File: config.mk
export PLATFORM = sky130hd
export DESIGN_NAME = prog_pulse_gen
export DESIGN_NICKNAME = d
export VERILOG_FILES = /design/src/rtl/prog_pulse_gen_pkg.sv /design/src/rtl/pulse_phase_counter.sv /design/src/rtl/prog_pulse_gen.sv
export SDC_FILE = /design/constraint.sdc
export NUM_CORES = 1
export LEC_CHECK = 0
export BUFFER_PORTS_ARGS = -buffer_cell sky130_fd_sc_hd__buf_2
export CORE_ASPECT_RATIO = 1.4
export CORE_MARGIN = 10
export CORE_UTILIZATION = 62
export CTS_BUF_LIST = sky130_fd_sc_hd__clkbuf_8
export DETAILED_ROUTE_END_ITERATION = 8
export GPL_ROUTABILITY_DRIVEN = 1
export HOLD_SLACK_MARGIN = 0.12
export PLACE_DENSITY_LB_ADDON = 0.15
export SETUP_SLACK_MARGIN = 0.05
export SYNTH_ARGS = -nofsm -noshare
export SYNTH_HDL_FRONTEND = slang
export SYNTH_SLANG_ARGS = --single-unit
File: constraint.sdc
create_clock -name clk -period 3.6 [get_ports clk]
set_clock_uncertainty 0.05 [all_clocks]
set_input_delay 0.36 -clock clk [delete_from_list [all_inputs] [get_ports clk]]
set_output_delay 0.36 -clock clk [all_outputs]
set_load 0.005 [all_outputs]
File: src/rtl/prog_pulse_gen_pkg.sv
// Shared types for the programmable pulse generator: sequence modes and FSM states.
package prog_pulse_gen_pkg;

  typedef enum logic [1:0] {
    CONT    = 2'b00,
    ONESHOT = 2'b01,
    BURST   = 2'b10,
    RSVD    = 2'b11
  } mode_t;

  typedef enum logic [1:0] {
    IDLE = 2'b00,
    HIGH = 2'b01,
    LOW  = 2'b10
  } state_t;

endpackage

File: src/rtl/pulse_phase_counter.sv
// Down-counter timing one HIGH or LOW phase; tc flags the last cycle of the phase.
module pulse_phase_counter #(
  parameter int CNT_W = 16
) (
  input  logic             clk,
  input  logic             reset,
  input  logic             load,
  input  logic [CNT_W-1:0] load_val,
  input  logic             dec,
  output logic             tc
);

  logic [CNT_W-1:0] cnt;

  // Saturating at zero keeps an aborted phase from wrapping while idle.
  always_ff @(posedge clk or negedge reset) begin
    if (!reset) begin
      cnt <= '0;
    end else if (load) begin
      cnt <= load_val;
    end else if (dec && (cnt != '0)) begin
      cnt <= cnt - CNT_W'(1);
    end
  end

  assign tc = (cnt == CNT_W'(1));

endmodule

File: src/rtl/prog_pulse_gen.sv
// Programmable pulse generator: continuous, one-shot or burst pulse trains
// with latched period/width configuration and start validation.
module prog_pulse_gen
  import prog_pulse_gen_pkg::*;
#(
  parameter int CNT_W   = 16,
  parameter int BURST_W = 8
) (
  input  logic               clk,
  input  logic               reset,
  input  logic               en,
  input  logic               start,
  input  logic [1:0]         mode,
  input  logic [CNT_W-1:0]   period,
  input  logic [CNT_W-1:0]   width,
  input  logic [BURST_W-1:0] burst_len,
  output logic               pulse,
  output logic               busy,
  output logic               done,
  output logic               cfg_err
);

  state_t             state;
  state_t             next_state;
  mode_t              mode_in;
  mode_t              mode_q;
  logic [CNT_W-1:0]   period_q;
  logic [CNT_W-1:0]   width_q;
  logic [BURST_W-1:0] burst_len_q;
  logic [BURST_W-1:0] pulse_cnt;

  logic               cfg_ok;
  logic               accept;
  logic               seq_last;
  logic               phase_tc;
  logic               cnt_load;
  logic               cnt_dec;
  logic [CNT_W-1:0]   cnt_val;
  logic               pulse_cnt_inc;
  logic               pulse_d;
  logic               done_d;
  logic               cfg_err_d;

  assign mode_in = mode_t'(mode);

  // width<period together with period<2^CNT_W guarantees both phase loads fit the counter.
  assign cfg_ok = (width != '0) &&
                  (period >= CNT_W'(2)) &&
                  (width < period) &&
                  (mode_in != RSVD) &&
                  ((mode_in != BURST) || (burst_len != '0));

  assign accept = (state == IDLE) && start && en && cfg_ok;

  assign seq_last = (mode_q == ONESHOT) ||
                    ((mode_q == BURST) && (pulse_cnt == (burst_len_q - BURST_W'(1))));

  assign busy = (state != IDLE);

  pulse_phase_counter #(
    .CNT_W (CNT_W)
  ) u_phase (
    .clk      (clk),
    .reset    (reset),
    .load     (cnt_load),
    .load_val (cnt_val),
    .dec      (cnt_dec),
    .tc       (phase_tc)
  );

  always_ff @(posedge clk or negedge reset) begin
    if (!reset) begin
      state <= IDLE;
    end else begin
      state <= next_state;
    end
  end

  always_comb begin
    next_state = state;
    case (state)
      IDLE: begin
        if (accept) begin
          next_state = HIGH;
        end
      end
      HIGH: begin
        if (!en) begin
          next_state = IDLE;
        end else if (phase_tc) begin
          next_state = LOW;
        end
      end
      LOW: begin
        if (!en) begin
          next_state = IDLE;
        end else if (phase_tc) begin
          next_state = seq_last ? IDLE : HIGH;
        end
      end
      default: begin
        next_state = IDLE;
      end
    endcase
  end

  // Pulse is registered from next_state so it rises on the accepting edge.
  always_comb begin
    pulse_d       = (next_state == HIGH);
    done_d        = 1'b0;
    cfg_err_d     = 1'b0;
    cnt_load      = 1'b0;
    cnt_dec       = 1'b0;
    cnt_val       = '0;
    pulse_cnt_inc = 1'b0;
    case (state)
      IDLE: begin
        cfg_err_d = start && en && !cfg_ok;
        if (accept) begin
          cnt_load = 1'b1;
          cnt_val  = width;
        end
      end
      HIGH: begin
        if (en) begin
          if (phase_tc) begin
            cnt_load = 1'b1;
            cnt_val  = period_q - width_q;
          end else begin
            cnt_dec = 1'b1;
          end
        end
      end
      LOW: begin
        if (en) begin
          if (phase_tc) begin
            if (seq_last) begin
              done_d = 1'b1;
            end else begin
              cnt_load      = 1'b1;
              cnt_val       = width_q;
              pulse_cnt_inc = (mode_q == BURST);
            end
          end else begin
            cnt_dec = 1'b1;
          end
        end
      end
      default: begin
        done_d = 1'b0;
      end
    endcase
  end

  always_ff @(posedge clk or negedge reset) begin
    if (!reset) begin
      mode_q      <= CONT;
      period_q    <= '0;
      width_q     <= '0;
      burst_len_q <= '0;
    end else if (accept) begin
      mode_q      <= mode_in;
      period_q    <= period;
      width_q     <= width;
      burst_len_q <= burst_len;
    end
  end

  // Counts completed pulses of a burst; only advances in BURST mode so it never wraps.
  always_ff @(posedge clk or negedge reset) begin
    if (!reset) begin
      pulse_cnt <= '0;
    end else if (accept) begin
      pulse_cnt <= '0;
    end else if (pulse_cnt_inc) begin
      pulse_cnt <= pulse_cnt + BURST_W'(1);
    end
  end

  always_ff @(posedge clk or negedge reset) begin
    if (!reset) begin
      pulse   <= 1'b0;
      done    <= 1'b0;
      cfg_err <= 1'b0;
    end else begin
      pulse   <= pulse_d;
      done    <= done_d;
      cfg_err <= cfg_err_d;
    end
  end

endmodule
Yosys cells after proc, flatten, opt, wreduce, memory -nomap -nowiden
Cells that the tools add are included.
- register bits after elaboration: 71
- bits of input ports: 46
- equality and inequality tests: 9
- muxes and demuxes: 37
- reductions and logical operators: 22
- add/sub/neg operators: 4
- magnitude comparators: 2
- operator list (kind ; number):
    16-bit two-way mux ; 8
    16-bit one-hot mux with 3 select lines ; 1
    16-bit nonzero test ; 2
    1-bit two-way mux ; 19
    16-bit by 1-bit == test with 1-bit output, second input constant ; 1
    16-bit by 2-bit >= comparator with 1-bit output, second input constant ; 1
    16-bit < comparator ; 1
    8-bit two-way mux ; 2
    16-bit by 1-bit subtractor with 16-bit output, second input constant ; 1
    16-bit subtractor ; 1
    1-bit logical AND ; 11
    2-bit two-way mux ; 5
    8-bit by 1-bit adder with 8-bit output, second input constant ; 1
    8-bit == test ; 1
    8-bit nonzero test ; 1
    8-bit by 1-bit subtractor with 8-bit output, second input constant ; 1
    2-bit by 1-bit == test with 1-bit output, second input constant ; 3
    2-bit one-hot mux with 3 select lines ; 1
    2-bit nonzero test ; 3
    2-bit == test, second input constant ; 2
    2-bit != test, second input constant ; 2
    1-bit one-hot mux with 3 select lines ; 1
    2-bit logical NOT ; 1
    1-bit logical OR ; 2
    other kinds (2) ; 2

Depth between registers and ports, before layout
- depth in word-level cells: 10
- depth in mapped cells: 11
- depth with buffers taken out: 11

Hierarchy
From an unflattened synthesis, not the netlist that was laid out.
- cells, all modules: 590
- area, all modules: 5202.5 µm²
- modules (own cells, without submodules) (module ; area an instance (µm²) ; cells each ; seq. area each (µm²) ; times used):
    prog_pulse_gen ; 4052.6 ; 468 ; 1376.3 ; 1
    pulse_phase_counter ; 1149.9 ; 122 ; 400.4 ; 1

Worst setup path before layout
No wires, ideal clock.
- path type: input to register
- from: input period[6]
- to: register burst_len_q[5]
- data required time: 3.425 ns
- data arrival time: 2.592 ns
- buffers on the path: 2
- setup slack: 0.833 ns
- stages: 10
- path through: inv_1 > ha_1 > a211oi_1 > nand3_1 > a31oi_1 > o41ai_1 > nor3_1 > clkbuf_1 > buf_1 > mux2_2
- word-level cells in the longest chain between the ends: 6
- elaborated cells on any way between the ends: 7
- classes of those cells: order compare: 2; reduce/logical: 5
- ends and longest elaborated chain (what ; line ; source):
    start: declaration ; prog_pulse_gen.sv:14 ; input logic [CNT_W-1:0] period,
    16-bit by 2-bit >= comparator with 1-bit output ; prog_pulse_gen.sv:48 ; (period >= CNT_W'(2)) &&
    1-bit logical AND ; prog_pulse_gen.sv:47 ; assign cfg_ok = (width != '0) &&
    1-bit logical AND (*) ; prog_pulse_gen.sv:48 ;
    1-bit logical AND (*) ; prog_pulse_gen.sv:49 ; (width < period) &&
    1-bit logical AND (*) ; prog_pulse_gen.sv:50 ; (mode_in != RSVD) &&
    1-bit logical AND (*) ; prog_pulse_gen.sv:53 ; assign accept = (state == IDLE) && start && en && cfg_ok;
    end signal: assignment ; prog_pulse_gen.sv:165 ; burst_len_q <= burst_len;
    end: declaration ; prog_pulse_gen.sv:29 ; logic [BURST_W-1:0] burst_len_q;
Every way passes the cells marked *; elsewhere a longest branch is shown, timed or not.
A chain may end at the register's enable or synchronous reset.

Worst setup path after layout
- from: register width_q[0]
- to: register u_phase.cnt[14]
- word-level cells in the longest chain between the ends: 5
- ends and longest elaborated chain (what ; line ; source):
    start: declaration ; prog_pulse_gen.sv:28 ; logic [CNT_W-1:0] width_q;
    start signal: assignment ; prog_pulse_gen.sv:164 ; width_q <= width;
    16-bit subtractor ; prog_pulse_gen.sv:128 ; cnt_val = period_q - width_q;
    16-bit two-way mux ; prog_pulse_gen.sv:126 ; if (phase_tc) begin
    16-bit two-way mux ; prog_pulse_gen.sv:125 ; if (en) begin
    16-bit one-hot mux with 3 select lines ; prog_pulse_gen.sv:116 ; case (state)
    16-bit two-way mux ; pulse_phase_counter.sv:19 ; end else if (load) begin
    end signal: assignment ; pulse_phase_counter.sv:20 ; cnt <= load_val;
    end signal: assignment ; pulse_phase_counter.sv:22 ; cnt <= cnt - CNT_W'(1);
    end: declaration ; pulse_phase_counter.sv:13 ; logic [CNT_W-1:0] cnt;
Every way passes these cells.

==> metrics.md <==
| Metric | Value |
|---|---|
| Area occupied by multi-input gates | `0.00284 mm²` |
| Routed wire length | `12000 µm` |
| Setup_tns | `0 ns` |
| Via count of the first global-routing pass | `4269` |
| CP Class | `flop to flop` |
| Hold violation count in the final report | `0` |
| Setup repair after global routing missed its margin | `false` |
| Register bit count reported by yosys | `71` |
| Critical Path Start Type | `flop` |
| Proportion of layout cells with a drive suffix above 1 | `19.4%` |
| Number of cells upsized or downsized after cts | `0` |
| Arrival time of data at the critical path endpoint | `3.10 ns` |
| Number of nets in the finished design | `649` |
| Synthesized netlist cell count | `514` |
| Critical path buffer and inverter count | `0` |
| Period Utilization, post-route | `81.1%` |
| Most frequent cells in the layout | `dfrtp_1 (71), buf_2 (49), inv_1 (41)` |
| Synthesized Nets | `599` |
| Post-Syn Area per Cell | `9.44 µm²` |
| Main synth FF type | `dfrtp_1` |
| Final worst path period need | `2.92 ns` |
| Global-route wire length before repair | `20200 µm` |
| Clock edge transition at the registers on the reported setup and hold paths | `0.07 ns` |
| Asr flop ratio synth | `100%` |
| Max cap viols | `0` |
| Total of endpoints with negative setup slack in the final report | `0` |
| Via density per instance | `6.15` |
| Worst path max stage delay | `0.42 ns` |
| # rows | `38` |
| Total congestion overflow after global routing | `0` |
| Vias | `4108` |
| Clock buffer depth | `2` |
| Area enclosed by the die boundary | `0.0118 mm²` |
| Total number of clock tree sinks | `71` |
| Distinct cells, synth | `58` |
| Worst-skew pair later-pin latency | `0.35 ns` |
| Maximum vdd drop | `482 µV` |
| Num CTS Buffers | `9` |
| Critical path required time | `3.78 ns` |
| Worst max-slew margin expressed relative to the limit | `42.8%` |
| Floorplan Core Area | `0.00770 mm²` |
| Max H-tree Level | `3` |
| Area share of the leading cell type in the synthesized netlist | `36.6%` |
| Post-synth design cell area | `0.00485 mm²` |
| Yosys warns | `0` |
| Hold WC Path Type | `input port to flop` |
| Number of standard cells in the layout, taps in and fillers out | `668` |
| Register area share after synthesis | `36.6%` |
| Critical path capture point type | `flop` |
| Number of input and output port buffers inserted | `49` |
| Detail-routed net length per standard cell | `18.0 µm` |
| Cells taking the most area after synthesis | `dfrtp_1 (37%), ha_1 (9.8%), mux2_2 (5.8%)` |
| Initial antenna violation count | `0` |
| Number of flops mapped to enable cells by yosys | `0` |
| Final RePlAce weighted congestion | `0.898` |
| Pin count of the biggest net entering global routing | `36` |
| Layout overhead on the synthesized area | `12.4%` |
| Most frequent standard cell in the layout excluding fill and tap cells | `dfrtp_1` |
| Crit-path cells | `ha_1 > fa_1 > nand2b_1 > a21oi_1 > o21bai_1 > a21oi_1 > a41oi_1 > xnor2_1 > a222oi_1 > mux2i_1` |
| Cell with the biggest individual delay on the critical path | `fa_1` |
| Cell type with the highest aggregate area in the netlist | `dfrtp_1` |
| Initial DRT Pass Iterations | `6` |
| Register area | `0.00178 mm²` |
| Number of top-level pins | `50` |
| CTS tree | `yes` |
| Iteration-0 DRC count of the detailed router | `226` |
| Global router's overall resource usage | `21.2%` |
| Vert. Die Dim | `125 µm` |
| Top fanout value on the critical path | `4` |
| Initial cell density of the core | `63.0%` |
| Post-detailed-placement half-perimeter wirelength | `9290 µm` |
| Power density over the cells | `818 mW/mm²` |
| Highest achievable clock rate | `0.343 GHz` |
| Cell with the most instances on the worst path | `a21oi_1` |
| Root buffer selected by CTS | `clkbuf_8` |
| Total placed cells including tap cells | `652` |
| Total of fill cells in the finished design | `631` |
| Number of design rule violations left after detail routing | `0` |
| Number of inserted diodes | `0` |
| Static Leak | `2.50 nW` |
| Transition at the pin with the smallest max-transition slack | `0.848 ns` |
| Run status | `complete, no violations` |
| Chip Width | `94.8 µm` |
| Category of cells accounting for the largest share of critical-path delay | `compound AO/OA/AOI/OAI gates` |
| Fin. max-slew vios | `0` |
| DRT antenna net count | `0` |
-- cells in the mapped netlist (all sizes together), types with 6 or more instances --
master  count
a21oi      21
clkbuf     12
ha         38
nor2       31
nor3       17
dfrtp      71
nand4      11
nand2b      9
mux2i      15
inv        40
and3        6
xnor2      21
nor4       10
buf         9
or4         6
nand3      10
mux2       25
nand2      37
o21ai      37
xor2       19
-- area by class of cell --
class	instances	area share, %
Clock buffer	10	2.52
Multi-Input combinational cell	382	52.0
Tap cell	100	2.29
Inverter	40	2.75
Clock inverter	5	1.35
Timing Repair Buffer	60	6.52
Sequential cell	71	32.6
-- flip-flops by register name, indices dropped and copies added (netlist names) --
name,cells
width_q,16
mode_q,2
burst_len_q,8
period_q,16
pulse,1
state,2
u_phase.cnt,16
cfg_err,1
pulse_cnt,8
done,1
-- worst reg2reg max path, stage by stage (launching register included) --
cell      delay (ns)
dfrtp_1         0.40
ha_1            0.23
fa_1            0.42
nand2b_1        0.20
a21oi_1         0.24
o21bai_1        0.17
a21oi_1         0.33
a41oi_1         0.19
xnor2_1         0.17
a222oi_1        0.30
mux2i_1         0.11
-- routing by layer --
metal	track usage, %	wire length [µm]
met4	11.5	525
met3	3.74	561
met1	24.0	4580
met2	36.2	6350
met5	0	0
-- per-stage QoR --
step / instance area, µm² / util (%) / power [mW] / worst slack [ns] / hold WS (ns)
2_1_floorplan: 4850 / - / 3.17 / 0.833 / 0.0144
3_3_place_gp: 5230 / 67.9 / 3.64 / 0.474 / 0.299
3_5_place_dp: 5230 / 67.9 / 3.73 / 0.340 / 0.299
4_1_cts: 5450 / 70.8 / 4.46 / 0.699 / 0.161
5_1_grt: 5450 / 70.8 / 4.84 / 0.414 / 0.192
6_report: 5450 / 70.8 / 4.46 / 0.681 / 0.171
-- cell families after synthesis --
| logic type | synth area share (%) |
|---|---|
| adder cells (fa/ha/maj) | 10.2 |
| XOR/XNOR | 7.22 |
| AO/OA/AOI/OAI | 15.2 |
| multiplexers | 8.90 |
| buffers and inverters | 5.03 |
| flip-flops | 36.6 |
| AND/OR/NAND/NOR | 16.8 |
-- power breakdown --
part | switching (mW) | internal, mW | total, mW
sequential | 0.283 | 1.12 | 1.40
clock | 0.305 | 0.400 | 0.705
combinational | 1.26 | 1.09 | 2.35
-- path summary, 6_finish.rpt --
check / start / to / slack (ns) / cells past startpoint
setup / recovery: width_q[0] / u_phase.cnt[14] / 0.68 / 10
hold reg to reg: period_q[9] / period_q[9] / 0.47 / 1
hold / removal: burst_len[1] / burst_len_q[1] / 0.17 / 3
max in group asynchronous: reset / period_q[6] / 2.34 / 3
min in group asynchronous: reset / width_q[2] / 0.44 / 2
setup reg to reg: width_q[0] / u_phase.cnt[14] / 0.68 / 10
-- timing repair --
action,CTS,global route
hold buffers,1,0
hold endpoints to repair,20,0
buffers inserted,0,0
Power figures use the tool's default switching activity.
